==> src/rtl/if_fetch_pkg.sv <==
// Shared constants and payload types for the sodium instruction fetch unit.
// Optional perf counters are enabled by defining IFETCH_PERF_EN.
package if_fetch_pkg;

  localparam int unsigned INST_W = 32;
  localparam int unsigned ADDR_W = 30;
  localparam int unsigned PERF_W = 32;

  localparam logic [ADDR_W-1:0] DEFAULT_RESET_PC = 30'h0;

  // One buffered fetch result: word PC plus the instruction returned for it
  typedef struct packed {
    logic [ADDR_W-1:0] pc;
    logic [INST_W-1:0] inst;
  } fetch_entry_t;

  // Sequential word-address increment; wraps 3FFFFFFF -> 0
  function automatic logic [ADDR_W-1:0] pc_incr(input logic [ADDR_W-1:0] pc);
    return pc + ADDR_W'(1);
  endfunction

endpackage

==> src/rtl/if_fetch_fifo.sv <==
// Synchronous DEPTH-entry FIFO of {pc, inst} between fetch and decode.
// Flush empties it in one cycle and wins over push and pop.
module if_fetch_fifo
  import if_fetch_pkg::*;
#(
  parameter int unsigned DEPTH = 2,
  localparam int unsigned CNT_W = $clog2(DEPTH) + 1
) (
  input  logic             i_clk,
  input  logic             i_rst,
  input  logic             i_push,
  input  fetch_entry_t     i_wdata,
  input  logic             i_pop,
  input  logic             i_flush,
  output logic             o_vld,
  output fetch_entry_t     o_head,
  output logic [CNT_W-1:0] o_count
);

  localparam int unsigned PTR_W = $clog2(DEPTH);

  fetch_entry_t     r_mem [DEPTH];
  logic [PTR_W-1:0] r_rd_ptr;
  logic [PTR_W-1:0] r_wr_ptr;
  logic [CNT_W-1:0] r_count;

  logic w_push;
  logic w_pop;

  assign w_push = i_push & ~i_flush & ~i_rst;
  assign w_pop  = i_pop & ~i_flush & (r_count != '0);

  // Pointer and occupancy tracking; pointers wrap naturally as DEPTH is a power of two
  always_ff @(posedge i_clk) begin
    if (i_rst || i_flush) begin
      r_rd_ptr <= '0;
      r_wr_ptr <= '0;
      r_count  <= '0;
    end else begin
      if (w_push) r_wr_ptr <= r_wr_ptr + PTR_W'(1);
      if (w_pop)  r_rd_ptr <= r_rd_ptr + PTR_W'(1);
      unique case ({w_push, w_pop})
        2'b10:   r_count <= r_count + CNT_W'(1);
        2'b01:   r_count <= r_count - CNT_W'(1);
        default: r_count <= r_count;
      endcase
    end
  end

  // Storage array; contents need no reset since validity comes from r_count
  always_ff @(posedge i_clk) begin
    if (w_push) r_mem[r_wr_ptr] <= i_wdata;
  end

  assign o_vld   = (r_count != '0);
  assign o_head  = r_mem[r_rd_ptr];
  assign o_count = r_count;

  // The fetch credit scheme must never let a push land on a full buffer
  a_no_overflow : assert property (@(posedge i_clk) disable iff (i_rst)
    (i_push && !i_flush) |-> (r_count < CNT_W'(DEPTH)));

endmodule

==> src/rtl/if_fetch.sv <==
// Instruction fetch unit: owns the fetch PC, issues icache word requests,
// captures returned words and buffers them for decode. Redirects flush all
// stale state. Define IFETCH_PERF_EN to add perf_req/perf_stall/perf_redir.
module if_fetch
  import if_fetch_pkg::*;
#(
  parameter logic [ADDR_W-1:0] RESET_PC = DEFAULT_RESET_PC,
  parameter int unsigned       DEPTH    = 2
) (
  input  logic              sys_clk,
  input  logic              sys_rst,
  output logic              icache_ack,
  output logic [ADDR_W-1:0] icache_addr,
  input  logic              icache_vld,
  input  logic [INST_W-1:0] icache_data,
  input  logic              redir_en,
  input  logic [ADDR_W-1:0] redir_pc,
  output logic              if_vld,
  output logic [ADDR_W-1:0] if_pc,
  output logic [INST_W-1:0] if_inst,
  input  logic              dec_rdy
`ifdef IFETCH_PERF_EN
  ,
  output logic [PERF_W-1:0] perf_req,
  output logic [PERF_W-1:0] perf_stall,
  output logic [PERF_W-1:0] perf_redir
`endif
);

  localparam int unsigned CNT_W = $clog2(DEPTH) + 1;
  localparam int unsigned OCC_W = CNT_W + 1;

  logic [ADDR_W-1:0] r_pc;
  logic [ADDR_W-1:0] r_inflight_pc;
  logic              r_inflight;

  logic              w_fifo_vld;
  logic [CNT_W-1:0]  w_count;
  logic [OCC_W-1:0]  w_occ;
  logic              w_pop;
  logic              w_push;
  logic              w_ack;
  logic              w_accept;
  fetch_entry_t      w_wdata;
  fetch_entry_t      w_head;

  // Credit: buffered + in-flight entries, less this cycle's pop, must leave a free slot
  assign w_pop    = w_fifo_vld & dec_rdy;
  assign w_occ    = OCC_W'(w_count) + OCC_W'(r_inflight) - OCC_W'(w_pop);
  assign w_ack    = ~sys_rst & ~redir_en & (w_occ < OCC_W'(DEPTH));
  assign w_accept = w_ack & icache_vld;

  // Returning word is captured unless a redirect discards it this cycle
  assign w_push        = r_inflight & ~redir_en;
  assign w_wdata.pc    = r_inflight_pc;
  assign w_wdata.inst  = icache_data;

  // Fetch PC and in-flight tracking; reset beats redirect beats accept
  always_ff @(posedge sys_clk) begin
    if (sys_rst) begin
      r_pc          <= RESET_PC;
      r_inflight    <= 1'b0;
      r_inflight_pc <= RESET_PC;
    end else if (redir_en) begin
      r_pc          <= redir_pc;
      r_inflight    <= 1'b0;
    end else begin
      r_inflight <= w_accept;
      if (w_accept) begin
        r_pc          <= pc_incr(r_pc);
        r_inflight_pc <= r_pc;
      end
    end
  end

  if_fetch_fifo #(
    .DEPTH (DEPTH)
  ) u_fifo (
    .i_clk   (sys_clk),
    .i_rst   (sys_rst),
    .i_push  (w_push),
    .i_wdata (w_wdata),
    .i_pop   (w_pop),
    .i_flush (redir_en),
    .o_vld   (w_fifo_vld),
    .o_head  (w_head),
    .o_count (w_count)
  );

  assign icache_ack  = w_ack;
  assign icache_addr = r_pc;
  assign if_vld      = w_fifo_vld;
  assign if_pc       = w_head.pc;
  assign if_inst     = w_head.inst;

`ifdef IFETCH_PERF_EN
  // Wrapping event counters: accepted requests, stalled requests, redirects
  always_ff @(posedge sys_clk) begin
    if (sys_rst) begin
      perf_req   <= '0;
      perf_stall <= '0;
      perf_redir <= '0;
    end else begin
      if (w_accept)            perf_req   <= perf_req + PERF_W'(1);
      if (w_ack & ~icache_vld) perf_stall <= perf_stall + PERF_W'(1);
      if (redir_en)            perf_redir <= perf_redir + PERF_W'(1);
    end
  end
`endif

  // An unaccepted request must re-present the same address next cycle
  a_addr_hold : assert property (@(posedge sys_clk) disable iff (sys_rst)
    (icache_ack && !icache_vld) |=> (icache_addr == $past(icache_addr)));

  // Nothing is ever requested in a redirect cycle
  a_no_req_on_redir : assert property (@(posedge sys_clk) disable iff (sys_rst)
    redir_en |-> !icache_ack);

endmodule

==> config.mk <==
export PLATFORM = sky130hd
export DESIGN_NAME = if_fetch
export DESIGN_NICKNAME = d
export VERILOG_FILES = /design/src/rtl/if_fetch_pkg.sv /design/src/rtl/if_fetch_fifo.sv /design/src/rtl/if_fetch.sv
export SDC_FILE = /design/constraint.sdc
export NUM_CORES = 1
export LEC_CHECK = 0
export CORE_MARGIN = 1
export CORE_UTILIZATION = 40
export DETAILED_ROUTE_END_ITERATION = 12
export PLACE_DENSITY = 0.65
export SKIP_CTS_REPAIR_TIMING = 1
export SLEW_MARGIN = 20
export SYNTH_ARGS = -nofsm -noshare
export SYNTH_HDL_FRONTEND = slang
export SYNTH_HIERARCHICAL = 1
export SYNTH_SLANG_ARGS = --single-unit
export TNS_END_PERCENT = 1
==> constraint.sdc <==
create_clock -name sys_clk -period 8.3 [get_ports sys_clk]
set_clock_uncertainty 0.05 [all_clocks]
set_input_delay 0.83 -clock sys_clk [delete_from_list [all_inputs] [get_ports sys_clk]]
set_output_delay 0.83 -clock sys_clk [all_outputs]
set_load 0.02 [all_outputs]
==> flow_summary.json <==
{
  "wl_per_cell_um": 17.1,
  "fmax_ghz": 0.231,
  "seq_area_um2": 5050,
  "syn_nets": 663,
  "synthFlopType": "edfxtp_1",
  "leakagePower_nw": 3.31,
  "ys_ff_latch": 190,
  "n_fill_cell": 1505,
  "synth_edf_count": 124,
  "crit_chain": "clkdlybuf4s50_1 -> and2_1 -> ha_1 -> nand2b_1 -> fa_1 -> and4bb_1 -> nand2_2 -> buf_4 -> inv_2 -> nand4_2 -> or4_1 -> a31oi_1",
  "fin_ws_ns": 3.97,
  "insertion_delay_ns": 0.42,
  "avgSynthCellArea_um2": 12.8,
  "cpPeakStageDelay_ns": 0.66,
  "peakVddDrop_v": 0.000125,
  "final_common_cell": "clkdlybuf4s50_1",
  "start_kind": "input port",
  "yosys_warnings": 6,
  "switching_share_pct": 21.9,
  "viasPerCell": 5.31,
  "vias": 5229,
  "final_area_um2": 9910,
  "cts_inserted_buffers": 17,
  "nets": 814,
  "die_w_um": 139,
  "grt-ovfl-total": 0,
  "drt-initial-drc-count": 273,
  "slew_violations": 0,
  "switchingPower_uw": 419,
  "async_reset_ff_share_pct": 0,
  "p_int_mw": 1.50,
  "ioPinCount": 161,
  "syn_area_um2": 7550,
  "netlist_instances": 592,
  "htree_levels": 4,
  "power_frac_seq_pct": 54.0,
  "worst-endpoint-arrival_ns": 4.63,
  "status": "complete, no violations",
  "drive_gt1_share_pct": 14.0,
  "num_rows": 49,
  "setup_viol": 0,
  "worstSetupEndpointType": "flip-flop",
  "crit_required_ns": 8.60,
  "post-place-ws_ns": 3.54,
  "yosysTopAreaCellShare_pct": 49.3,
  "grt_pass1_wl_um": 27100,
  "dr.pass1.iters": 5,
  "drc": 0,
  "cts_tree": "done",
  "fp.dieH_um": 139,
  "drv_cap": 0,
  "grt_pass1_vias": 5194,
  "tightest_slew_ns": 1.01,
  "die_area_um2": 19400,
  "total_power_mw": 1.92,
  "slew_headroom_pct": 32.5,
  "antenna_found_initial": 0,
  "fin_tns_setup_ns": 0,
  "critPathKind": "in -> reg",
  "clkPwrFrac_pct": 40.0,
  "hp-class": "reg -> reg",
  "path_max_fanout": 64,
  "p_comb_share_pct": 6.0,
  "multi_input_comb_area_um2": 2360,
  "yosysUniqueCellTypes": 47,
  "gr-usage-all-layers_pct": 18.0,
  "synth_top_area_cell": "edfxtp_1",
  "fin_crit_sh_pct": 52.2,
  "hold_slack_ns": 0.403,
  "slowest_stage": "inv_2",
  "clkSlewWorstSetupHoldPaths_ns": 0.07,
  "core_area_um2": 18200,
  "area_delta_synth_final_pct": 31.2,
  "antenna_left": 0,
  "place_area_um2": 9350,
  "wl_um": 16800,
  "layout_common_cells": "clkdlybuf4s50_1, edfxtp_1, nand2_1",
  "gp_congestion": 0.816,
  "cts.sinks": 190,
  "cp_num_buf_inv": 3,
  "root_buffer": "clkbuf_16",
  "start_util_pct": 41.5,
  "grt_max_degree": 67,
  "diodes": 0,
  "power.density_nw_per_um2": 193,
  "synth_area_leaders": "edfxtp_1, dfxtp_1, mux2_2, nand2_1, a21oi_1",
  "path_delay_family": "simple AND/OR/NAND/NOR gates",
  "io_buffers": 160,
  "hpwl_um": 10700,
  "grt_setup_unrepaired": "false",
  "clockBufferDepth": 2,
  "final_hold_viol_count": 0,
  "ys_seq_area_share_pct": 66.8,
  "post-route-min-period_ns": 4.33
}
==> worst paths after layout <==
path	startpoint	end	slack (ns)	depth (start not counted)
worst max-delay path	dec_rdy	icache_addr[13]$_SDFFE_PP0P_	3.97	12
worst min-delay path	r_inflight_pc[15]$_SDFFE_PP0P_	u_fifo/r_mem[1][47]$_DFFE_PP_	0.40	0
worst max register to register	u_fifo/o_count[1]$_SDFFE_PP0P_	icache_addr[13]$_SDFFE_PP0P_	4.05	12
worst min register to register	r_inflight_pc[15]$_SDFFE_PP0P_	u_fifo/r_mem[1][47]$_DFFE_PP_	0.40	0
==> cell families after synthesis <==
| group | Yosys count | share of synthesized area, % |
|---|---|---|
| flops | 190 | 66.8 |
| simple gates | 175 | 11.1 |
| compound gates | 108 | 8.31 |
| mux | 63 | 9.39 |
| buf+inv | 39 | 2.10 |
| xor+xnor | 13 | 1.51 |
| fa+ha+maj | 4 | 0.762 |
==> area by class of cell <==
class                           instances  area share [%]
Clock buffer                           19            4.47
Clock inverter                         13            1.16
Inverter                                7           0.265
Multi-Input combinational cell        363            23.9
Sequential cell                       190            50.9
Tap cell                              229            2.89
Timing Repair Buffer                  164            16.4
==> flip-flops by register name, summed over array words and instances (netlist names), named ones only <==
name / count
r_inflight_pc: 30
r_inflight: 1
u_fifo/o_count: 2
u_fifo/r_wr_ptr: 1
u_fifo/r_mem: 124
u_fifo/r_rd_ptr: 1
icache_addr: 30
==> power groups by stage <==
stage               combinational (mW)  clock [mW]  sequential [mW]
global placement                 0.112           0             1.05
finish                           0.114       0.767             1.03
global route                     0.123       0.822             1.04
detailed placement               0.114           0             1.05
CTS                              0.115       0.787             1.03
floorplan                       0.0391           0             1.06
==> through the flow <==
stage                     utilization, %  instances
after floorplan                        -        592
after global placement              51.4        953
after detailed placement            51.4        953
after CTS                           54.4        985
after global routing                54.4        985
final                               54.4        985
==> layer usage <==
metal  share of wire [%]  GRT usage [%]  vias to the layer above
met5                   0              0                        -
met4                 1.7           7.25                        0
met3                 5.9           4.82                       16
met2                  50           30.1                      169
met1                  43           22.2                     2536
li1                    -              -                     2508
==> cell usage after synthesis, types with 2 or more instances <==
master / n
edfxtp_1: 124
nand2_1: 87
dfxtp_1: 66
mux2_2: 63
a21oi_1: 56
nor2_1: 20
nand4_1: 15
clkbuf_1: 14
o21ai_0: 12
a31oi_1: 11
and3_1: 11
buf_2: 10
nand3_1: 10
buf_1: 8
o22ai_1: 7
xnor2_1: 7
inv_1: 6
or3_1: 6
xor2_1: 6
nor3_1: 5
nor4_1: 5
a32oi_1: 4
and2_1: 4
o211ai_1: 4
a22oi_1: 3
ha_1: 3
a21o_1: 2
a2bb2oi_1: 2
nor4_2: 2
or4_1: 2
Power figures use the tool's default switching activity.
